File: src/rtl/wb_arbiter.sv
// wb_arbiter: writeback port arbiter with in-order long-latency FIFO and WAW kill; optional WB_BYPASS_EN adds bypass lookup
module wb_arbiter #(
    parameter int DEPTH  = 4,
    parameter int DATA_W = 32
) (
    input  logic                        clk,
    input  logic                        rst_n,
    input  logic                        alu_valid,
    input  logic [4:0]                  alu_reg,
    input  logic [DATA_W-1:0]           alu_data,
    input  logic                        lu_valid,
    input  logic [4:0]                  lu_reg,
    input  logic [DATA_W-1:0]           lu_data,
    output logic                        lu_ready,
    output logic [4:0]                  write_reg,
    output logic [DATA_W-1:0]           write_data,
    output logic                        regWrite,
    output logic [31:0]                 pending,
    output logic [$clog2(DEPTH):0]      fifo_count
`ifdef WB_BYPASS_EN
    ,
    input  logic [4:0]                  byp_reg,
    output logic                        byp_hit,
    output logic [DATA_W-1:0]           byp_data
`endif
);
    localparam int PW = $clog2(DEPTH);
    localparam int CW = PW + 1;
    logic [4:0]        ent_reg_q  [DEPTH];
    logic [4:0]        ent_reg_d  [DEPTH];
    logic [DATA_W-1:0] ent_data_q [DEPTH];
    logic [DATA_W-1:0] ent_data_d [DEPTH];
    logic [DEPTH-1:0]  live_q, live_d;
    logic [PW-1:0]     rd_ptr_q, rd_ptr_d, wr_ptr_q, wr_ptr_d;
    logic [CW-1:0]     count_q, count_d;
    logic              reg_write_q, reg_write_d;
    logic [4:0]        write_reg_q, write_reg_d;
    logic [DATA_W-1:0] write_data_q, write_data_d;
    logic              alu_w, lu_xfer, empty, pop, pass, push, head_live;
    assign lu_ready   = rst_n && (count_q < CW'(DEPTH));
    assign lu_xfer    = lu_valid && lu_ready;
    assign alu_w      = alu_valid && (alu_reg != 5'd0);
    assign empty      = (count_q == '0);
    assign pop        = !alu_w && !empty;
    assign pass       = !alu_w && empty && lu_xfer && (lu_reg != 5'd0);
    assign push       = lu_xfer && (lu_reg != 5'd0) && !pass;
    assign head_live  = pop && live_q[rd_ptr_q];
    assign regWrite   = reg_write_q;
    assign write_reg  = write_reg_q;
    assign write_data = write_data_q;
    assign fifo_count = count_q;
    always_comb begin
        ent_reg_d  = ent_reg_q;
        ent_data_d = ent_data_q;
        for (int i = 0; i < DEPTH; i++)
            live_d[i] = live_q[i] && !(alu_w && (ent_reg_q[i] == alu_reg));
        if (pop)
            live_d[rd_ptr_q] = 1'b0;
        if (push) begin
            live_d[wr_ptr_q]     = 1'b1;
            ent_reg_d[wr_ptr_q]  = lu_reg;
            ent_data_d[wr_ptr_q] = lu_data;
        end
        rd_ptr_d     = rd_ptr_q + PW'(pop);
        wr_ptr_d     = wr_ptr_q + PW'(push);
        count_d      = count_q + CW'(push) - CW'(pop);
        reg_write_d  = alu_w || pass || head_live;
        write_reg_d  = alu_w ? alu_reg : head_live ? ent_reg_q[rd_ptr_q] : pass ? lu_reg : write_reg_q;
        write_data_d = alu_w ? alu_data : head_live ? ent_data_q[rd_ptr_q] : pass ? lu_data : write_data_q;
    end
    always_comb begin
        pending = '0;
        for (int i = 0; i < DEPTH; i++)
            if (live_q[i])
                pending[ent_reg_q[i]] = 1'b1;
        pending[0] = 1'b0;
    end
`ifdef WB_BYPASS_EN
    always_comb begin
        byp_hit  = reg_write_q && (write_reg_q == byp_reg);
        byp_data = byp_hit ? write_data_q : '0;
        for (int k = 0; k < DEPTH; k++)
            if (live_q[rd_ptr_q + PW'(k)] && (ent_reg_q[rd_ptr_q + PW'(k)] == byp_reg)) begin
                byp_hit  = 1'b1;
                byp_data = ent_data_q[rd_ptr_q + PW'(k)];
            end
        if (byp_reg == 5'd0) begin
            byp_hit  = 1'b0;
            byp_data = '0;
        end
    end
`endif
    always_ff @(posedge clk) begin
        if (!rst_n) begin
            for (int i = 0; i < DEPTH; i++) begin
                ent_reg_q[i]  <= '0;
                ent_data_q[i] <= '0;
            end
            live_q       <= '0;
            rd_ptr_q     <= '0;
            wr_ptr_q     <= '0;
            count_q      <= '0;
            reg_write_q  <= 1'b0;
            write_reg_q  <= '0;
            write_data_q <= '0;
        end else begin
            ent_reg_q    <= ent_reg_d;
            ent_data_q   <= ent_data_d;
            live_q       <= live_d;
            rd_ptr_q     <= rd_ptr_d;
            wr_ptr_q     <= wr_ptr_d;
            count_q      <= count_d;
            reg_write_q  <= reg_write_d;
            write_reg_q  <= write_reg_d;
            write_data_q <= write_data_d;
        end
    end
endmodule

File: config.mk
export PLATFORM = sky130hd
export DESIGN_NAME = wb_arbiter
export DESIGN_NICKNAME = d
export VERILOG_FILES = /design/src/rtl/wb_arbiter.sv
export SDC_FILE = /design/constraint.sdc
export NUM_CORES = 1
export LEC_CHECK = 0
export BUFFER_PORTS_ARGS = -buffer_cell sky130_fd_sc_hd__buf_2
export CORE_UTILIZATION = 25
export DETAILED_ROUTE_END_ITERATION = 12
export PLACE_DENSITY = 0.44
export SKIP_LAST_GASP = 1
export SYNTH_ARGS = -nofsm -noshare
export SYNTH_HDL_FRONTEND = slang
export SYNTH_SLANG_ARGS = --single-unit
export TNS_END_PERCENT = 1
File: constraint.sdc
create_clock -name clk -period 2.4 [get_ports clk]
set_input_delay 0 -clock clk [delete_from_list [all_inputs] [get_ports clk]]
set_output_delay 0 -clock clk [all_outputs]
set_load 0.01 [all_outputs]
Word-level counts from Yosys, hierarchy flattened

Cells that the tools add are included.

Mux-type cells: 38
Reductions and logical operators: 38
$add $sub $neg: 4
Equal/unequal tests: 4
Order comparisons: 16
Bitwise logic cells: 8

Operators by type and width:

| kind                                                                                | number |
|---|---|
| 32-bit two-way mux                                                                  | 10 |
| 128-bit bitwise mux                                                                 | 1 |
| 32-bit bitwise OR                                                                   | 3 |
| 32-bit binary-select mux with 2-bit select                                          | 1 |
| 32-bit demux with 2-bit select                                                      | 1 |
| 5-bit two-way mux                                                                   | 6 |
| 1-bit logical AND                                                                   | 25 |
| 5-bit by 6-bit less-than comparator with 1-bit output, second input constant        | 4 |
| 20-bit bitwise mux                                                                  | 1 |
| 1-bit demux with 5-bit select                                                       | 4 |
| 5-bit == test                                                                       | 4 |
| 5-bit by 1-bit greater-or-equal comparator with 1-bit output, second input constant | 4 |
| 5-bit binary-select mux with 2-bit select                                           | 1 |
| 5-bit demux with 2-bit select                                                       | 1 |
| 5-bit nonzero test                                                                  | 2 |
| 4-bit two-way mux                                                                   | 2 |
| 1-bit logical NOT                                                                   | 7 |
| 1-bit two-way mux                                                                   | 7 |
| 3-bit greater-or-equal comparator, second input constant                            | 2 |
| 2-bit by 3-bit less-than comparator with 1-bit output, second input constant        | 2 |
| 2-bit NOT with 3-bit output                                                         | 2 |
| 2-bit by 1-bit adder with 2-bit output                                              | 2 |
| 4-bit AND                                                                           | 1 |
| 1-bit demux with 2-bit select                                                       | 2 |
| other kinds (11)                                                                    | 13 |

Output and inout bits: 74
Logic and storage cells: 123
Input port bits: 78
Bits in registers: 197

Longest topological paths before layout

Gate-level depths: netlist of the first run.

Depth after elaboration: 11
Depth in mapped cells: 14
Gate-level depth less buffers: 10

Worst setup path after synthesis of the first run

Ideal clock, no wire load.

Path type: input port to flip-flop
Start: in alu_reg[1]
End: reg count_q[2], in the netlist fifo_count[2]
Path slack: -0.226 ns
Stages on the path: 14
Buffers on the path: 4
Required time: 2.272 ns
Data arrival time: 2.498 ns
Path through: buf_2 or4_4 o21ai_4 buf_6 buf_6 buf_4 a21o_1 ha_1 inv_1 ha_1 fa_1 xnor2_1 xnor2_1 nor2_1

Cells in the longest elaborated chain, start to end: 10
Elaborated cells between the ends (all ways): 11

RTL lines:

| what                                          | RTL line | text |
|---|---|---|
| start, declared                               | 9        | `input logic [4:0] alu_reg,` |
| 5-bit nonzero test *                          | 42       | `assign alu_w = alu_valid && (alu_reg != 5'd0);` |
| 1-bit logical AND *                           | 42       |  |
| 1-bit logical NOT *                           | 44, 45   |  |
| 1-bit logical AND (3 in series)               | 45       | `assign pass = !alu_w && empty && lu_xfer && (lu_reg != 5'd0);` |
| 1-bit logical NOT                             | 46       | `assign push = lu_xfer && (lu_reg != 5'd0) && !pass;` |
| 1-bit logical AND                             | 46       |  |
| 3-bit by 1-bit adder with 3-bit output        | 66       | `count_d = count_q + CW'(push) - CW'(pop);` |
| 3-bit by 1-bit subtractor with 3-bit output * | 66       |  |
| end signal, assigned                          | 112      | `count_q <= count_d;` |
| end, declared                                 | 35       | `logic [CW-1:0] count_q, count_d;` |

Every way passes the cells marked *; elsewhere a longest branch is shown, timed or not.
A chain may end at the register's enable or synchronous reset.

Final worst setup path of the first run

Start: in lu_reg[0]
End: reg count_q[2], in the netlist fifo_count[2]

Cells in the longest elaborated chain, start to end: 6
Elaborated cells between the ends (all ways): 7

RTL lines:

| what                                          | RTL line | text |
|---|---|---|
| start, declared                               | 12       | `input logic [4:0] lu_reg,` |
| 5-bit nonzero test *                          | 45, 46   |  |
| 1-bit logical AND                             | 45       |  |
| 1-bit logical NOT                             | 46       |  |
| 1-bit logical AND *                           | 46       |  |
| 3-bit by 1-bit adder with 3-bit output *      | 66       |  |
| 3-bit by 1-bit subtractor with 3-bit output * | 66       |  |

Marked as above.

==> flow_summary_export.csv, run 1 <==
group,metric,value,unit
run_status,status,"completed",
place,place_congestion,0.797,
layout,nFillCells,4095,
synthesis,ys_warn_count,0,
setup_path,critPathMaxFanout,3,
routing,drt_iter0_markers,598,
synthesis,synth-async-reset-ratio,0,%
grt,grt-ovfl-total,0,
die,num_rows,72,
synthesis,synthCells,1124,
grt,gr-usage-all-layers,16.8,%
layout,syn2layout_area_growth,26.3,%
place,dp.cells,1725,
layout,layout.cells.non_filler,1827,
grt,antenna_found_initial,2,
sta,finClkSkew,0.0115,ns
synthesis,syn_area,0.00995,mm^2
setup_path,critPathLaunchType,"input port",
layout,drive_gt1_share,22.0,%
cts,clk_pin_slew,0.08,ns
pwr,ir_drop,0.000549,V
cts,clock-sinks,197,
layout,design_area,0.0126,mm^2
setup_path,cp.required,2.70,ns
routing,via_count,8963,
sta,worstMarginPinSlew,0.712,ns
die,die_area,0.0406,mm^2
routing,via_per_inst,4.91,
hold_path,hp-class,"input port to flop",
synthesis,synth_top_cell_area_share,39.6,%
sta,finalMaxSlewViolations,0,
setup_path,worst_ep_arrival_time,2.61,ns
setup_path,slowest_stage,"or4_4",
setup_path,endpoint_kind,"flop",
cts,ctsLongestPathBuffers,2,
grt,grtUsageMet2,26.5,%
layout,layout.nets,1377,
synthesis,synth_area_leader_cell,"dfxtp_1",
routing,wl_per_cell,18.5,um
die,start_util,25.6,%
sta,post-route-period-util,96.4,%
sta,relSlewSlack,52.4,%
cts,htree_levels,4,
layout,largest_reg_flops,128,
synthesis,synth_edf_count,0,
pwr,powerDensity,688,mW/mm^2
place,portBuffers,150,
sta,finalSetupViolCount,0,
die,chipHeight,202,um
die,coreArea,0.0389,mm^2
grt,met1_usage,24.0,%
die,io_pins,152,
setup_path,worstSetupPathType,"input port to flop",
grt,grt_util_met3,2.72,%
place,dp_slack,0.0868,ns
setup_path,crit_path_max_incr_delay,0.57,ns
grt,busiest_layer,"met2",
routing,totalWireLength,33.8,mm
sta,setup_tns,0,ns
cts,cts_setup_buffers,0,
cts,cts_root_buf,"clkbuf_16",
synthesis,syn_avg_cell_area,8.85,um^2
layout,top_register,"ent_data_q",
setup_path,crit_chain,"dlygate4sd3_1 > buf_2 > or4_4 > o21ai_2 > a21o_1 > ha_1 > inv_1 > ha_2 > fa_2 > xnor2_2 > xnor2_1 > nor2_1",
sta,rsz0062_at_grt,"no",
die,die_x,202,um
place,dpl_cell_area,0.0113,mm^2
sta,finalHoldViolations,0,
synthesis,ys_ff_latch,197,
synthesis,syn-num-nets,1207,
routing,dr.pass1.iters,4,
cts,insertion_delay,0.43,ns
sta,layout_setup_ws,0.0874,ns
cts,cts_buffers,17,
cts,cts_tree,"built",
synthesis,yosys.cell_types.count,51,
run,drv_cap,0,
place,dp_hpwl,20.9,mm
synthesis,yosysSeqAreaShare,39.6,%
sta,min_period,2.31,ns
sta,fmax,0.432,GHz
synthesis,synthTopCellsByArea,"dfxtp_1 (40%), nand2_1 (8.9%), mux4_2 (8.6%), mux2i_1 (7.4%), nor2_1 (4.8%)",
grt,grt_pass1_wl,53.1,mm
layout,multiInputGateArea,0.00549,mm^2
pwr,p_leak,4.64,nW
routing,drcViolationCount,0,
grt,grt_pass1_vias,8909,
layout,register_area,0.00395,mm^2
grt,grt_max_degree,87,
routing,ant_nets,0,
pwr,p_total,8.65,mW
synthesis,synthFlopType,"dfxtp_1",
==> cells by family (layout without fill, tap and decap cells) <==
group	count (synthesis)	after routing	synth area share, %
xor gates and xnor gates	24	24	2.11
and+or+nand+nor	439	439	19.2
other	1	3	0.0377
DFF	197	197	39.6
AOI/OAI and AO/OA	234	234	16.6
adders and majority gates	5	5	0.704
muxes	112	112	16.0
buffers and inverters	112	295	5.72
==> metrics by stage <==
stage	util (%)	hold WS, ns
after floorplan	-	0.118
after CTS	32.3	0.0183
after detailed placement	29.0	0.295
after global routing	32.3	0.0793
final	32.3	0.0339
after global placement	29.0	0.290
==> Yosys cell counts, types with 7 or more instances <==
| cell type | count |
|---|---|
| buf_6 | 11 |
| and3b_1 | 8 |
| mux4_2 | 38 |
| a22o_1 | 36 |
| clkbuf_1 | 56 |
| nand3b_1 | 10 |
| a31oi_1 | 38 |
| a21oi_1 | 81 |
| and3_1 | 7 |
| xnor2_1 | 16 |
| o22ai_1 | 12 |
| and2_1 | 7 |
| o221ai_1 | 14 |
| buf_4 | 10 |
| nor3b_1 | 8 |
| dfxtp_1 | 197 |
| nor2_1 | 128 |
| inv_1 | 7 |
| mux2i_1 | 74 |
| a221o_1 | 12 |
| a22oi_1 | 15 |
| xor2_1 | 8 |
| nand2_1 | 236 |
| buf_2 | 23 |
| or3b_2 | 7 |
| nand3_1 | 11 |
==> critical path, delay by kind of cell <==
kind	cells	cell delay [ns]
adder cells (fa/ha/maj)	3	0.68
buffers and inverters	3	0.73
XOR/XNOR	2	0.31
AND/OR/NAND/NOR	2	0.62
AO/OA/AOI/OAI	2	0.27
==> layer usage <==
layer,share of wire (%),vias to the layer above
met1,49,4393
li1,-,4331
met3,4.3,21
met5,0,-
met2,46,218
met4,0.87,0
==> layout make-up <==
type | instances | share of cell area [%]
multi-input cells | 815 | 43.7
flip-flops and latches | 197 | 31.4
repair buffers | 256 | 14.9
well taps | 518 | 5.16
clock buffers | 18 | 3.49
clock inverters | 14 | 1.09
inverters | 7 | 0.229
diodes | 2 | 0.0398
==> path summary, 6_finish.rpt <==
path	slack (ns)	depth (start not counted)	start	to
worst max-delay path	0.09	12	lu_reg[0]	fifo_count[2]
worst min-delay path	0.03	4	alu_data[6]	write_data[6]
worst max register to register	0.22	10	fifo_count[2]	fifo_count[2]
worst min register to register	0.46	2	ent_data_q[66]	ent_data_q[66]
==> power by group <==
| group | internal [mW] | leakage, nW | switching [mW] |
|---|---|---|---|
| Combinational | 0.932 | 2.76 | 1.19 |
| Sequential | 3.49 | 1.60 | 0.182 |
| Clock | 1.41 | 0.281 | 1.45 |
| Total | 5.83 | 4.64 | 2.82 |
==> cell usage in the layout, fill, tap and decap left out, drive strengths merged, types with 10 or more instances in the layout <==
| master | instances |
|---|---|
| a21oi | 81 |
| a221o | 12 |
| a22o | 36 |
| a22oi | 15 |
| a31oi | 38 |
| buf | 188 |
| clkbuf | 18 |
| dfxtp | 197 |
| dlygate4sd3 | 68 |
| inv | 14 |
| mux2i | 74 |
| mux4 | 38 |
| nand2 | 236 |
| nand3 | 12 |
| nand3b | 10 |
| nor2 | 129 |
| o221ai | 14 |
| o22ai | 12 |
| xnor2 | 16 |
==> timing repair <==
item                                   CTS  global route
hold buffers                            68             0
resized for setup                        0             2
endpoints found under the hold margin  184             0
setup endpoints to repair                0             2
Note: power is estimated with default switching activity, not from simulation.
==> inputs of run 2 (changes only) <==
--- a/config.mk
+++ b/config.mk
@@ -9,6 +9,7 @@
 export CORE_UTILIZATION = 25
 export DETAILED_ROUTE_END_ITERATION = 12
 export PLACE_DENSITY = 0.44
+export REMOVE_ABC_BUFFERS = 1
 export SKIP_LAST_GASP = 1
 export SYNTH_ARGS = -nofsm -noshare
 export SYNTH_HDL_FRONTEND = slang
==> run 2 against run 1 <==
Against the previous run:
- critical path depth did not move
- sequential share of layout area is essentially flat
- via count about the same
- final cell count about the same
- routed wire length is 1.0% lower
- core utilization about the same
- sequential power about the same
- worst hold slack improved by 0.0040 ns
- highest routed layer is now met5
- fmax rose by 2.1%
- largest cell class unchanged
- clock power up 1%
- combinational power is essentially flat
==> flow_summary_export.csv, run 2 (same netlist as run 1, synthesis figures left out) <==
group,metric,value,unit
layout,drive_gt1_share,22.2,%
sta,finClkSkew,0.0124,ns
layout,final_cell_mix,"nand2_1 (235), dfxtp_1 (195), buf_2 (149)",
grt,gr-usage-all-layers,16.5,%
sta,finalSetupViolCount,0,
grt,grt_pass1_vias,8724,
layout,largest_reg_flops,128,
grt,antenna_found_initial,2,
routing,wl_per_cell,18.3,um
layout,syn2layout_area_growth,26.4,%
routing,drcViolationCount,0,
sta,relSlewSlack,47.3,%
place,dp_slack,0.113,ns
setup_path,cp.required,2.71,ns
pwr,powerDensity,690,mW/mm^2
die,die_area,0.0406,mm^2
setup_path,critPathLaunchType,"input port",
sta,rsz0062_at_grt,"yes",
cts,clk_pin_slew,0.08,ns
setup_path,crit_path_max_incr_delay,0.55,ns
routing,drt_iter0_markers,538,
cts,cts_tree,"built",
routing,via_per_inst,4.91,
routing,via_count,8968,
routing,dr.pass1.iters,5,
die,io_pins,152,
layout,layout.nets,1380,
sta,finalHoldViolations,0,
cts,cts_root_buf,"clkbuf_16",
pwr,ir_drop,0.000395,V
setup_path,endpoint_kind,"flop",
cts,ctsLongestPathBuffers,2,
die,die_x,202,um
layout,register_area,0.00395,mm^2
die,coreArea,0.0389,mm^2
die,start_util,25.6,%
sta,worstMarginPinSlew,0.788,ns
sta,hold_ws,0.0378,ns
cts,cts_buffers,17,
sta,min_period,2.26,ns
cts,clock-sinks,197,
place,place_congestion,0.868,
sta,fmax,0.442,GHz
layout,nFillCells,4065,
place,dp_hpwl,21.2,mm
grt,grt_max_degree,113,
place,portBuffers,150,
die,chipHeight,202,um
routing,totalWireLength,33.5,mm
grt,grt_pass1_wl,52.5,mm
setup_path,critPathMaxFanout,6,
run_status,status,"completed",
setup_path,cp_top_family,"buffers and inverters",
setup_path,path_common_cell,"ha_1",
pwr,p_leak,4.65,nW
routing,ant_nets,0,
sta,finalMaxSlewViolations,0,
die,num_rows,72,
layout,multiInputGateArea,0.00549,mm^2
run,drv_cap,0,
setup_path,worst_ep_arrival_time,2.58,ns
setup_path,path_buf_inv,3,
sta,layout_setup_ws,0.136,ns
grt,grt-ovfl-total,0,
layout,layout_commonest_cell,"nand2_1",
cts,htree_levels,4,
setup_path,crit_chain,"dlygate4sd3_1 > buf_2 > or4_4 > o21ai_2 > a21o_1 > ha_1 > inv_1 > ha_1 > fa_2 > xnor2_2 > xnor2_1 > nor2_1",
sta,post-route-period-util,94.4,%
setup_path,slowest_stage,"dlygate4sd3_1",
setup_path,worstSetupPathType,"input port to flop",
hold_path,hp-class,"input port to flop",
cts,insertion_delay,0.44,ns
layout,top_register,"ent_data_q",
run 2: cell count changes in the layout (fill, tap and decap cells not counted), sizes merged:
cell         delta
buf             +2
clkinvlp        -1
inv             +1
diode           -1
bufinv          +1
clkinv          -2
dlygate4sd3     +1
run 2: worst register-to-register path, delay by kind of cell, from the launching register on:
| kind | cells | cell delay (ns) |
|---|---|---|
| flops | 1 | 0.35 |
| mux | 1 | 0.23 |
| buf+inv | 2 | 0.52 |
| simple gates | 3 | 0.51 |
| compound gates | 1 | 0.51 |
run 2: power by group:
group | total, mW | leakage (nW) | internal, mW | switching (mW)
clock | 2.90 | 0.284 | 1.50 | 1.40
sequential | 3.68 | 1.60 | 3.49 | 0.188
combinational | 2.10 | 2.77 | 0.929 | 1.17
run 2: final timing paths:
path,from,endpoint,slack (ns),cells after the start
max,lu_reg[1],fifo_count[2],0.14,12
max reg2reg,fifo_count[2],ent_data_q[29],0.15,7
min reg2reg,ent_data_q[70],ent_data_q[70],0.45,2
min,alu_reg[3],write_reg[3],0.04,4
run 2: area by class of cell:
class / instances / area share (%)
inverter: 7 / 0.229
antenna: 1 / 0.0199
tap: 518 / 5.15
multi-input combinational: 815 / 43.6
timing repair buffer: 259 / 15.0
sequential: 197 / 31.4
clock inverter: 13 / 1.09
clock buffer: 18 / 3.49
run 2: routing by layer:
metal  vias up  GRT usage, %  routed length, um
li1       4323             -                  -
met1      4350          22.7              15800
met2       268          27.0              15600
met3        25          2.64               1650
met4         2          4.11                371
met5         -             0                 13
run 2: per-stage QoR:
step                instances  TNS (ns)  cell area, um^2  util [%]  total power, mW
floorplan                1019   -510.65             9410         -             4.88
global placement         1728         0            11300      29.0             5.78
detailed placement       1728         0            11300      29.0             5.77
CTS                      1828         0            12600      32.3             8.81
global route             1828   -0.0647            12600      32.3             9.15
finish                   1828         0            12600      32.3             8.68
run 2: repair_timing:
item                                    4_1_cts  5_1_grt
endpoints found under the setup margin        0        4
gates resized for setup                       0        4
buffers inserted                              0        0
hold buffers                                 69        0
endpoints found under the hold margin       185        0
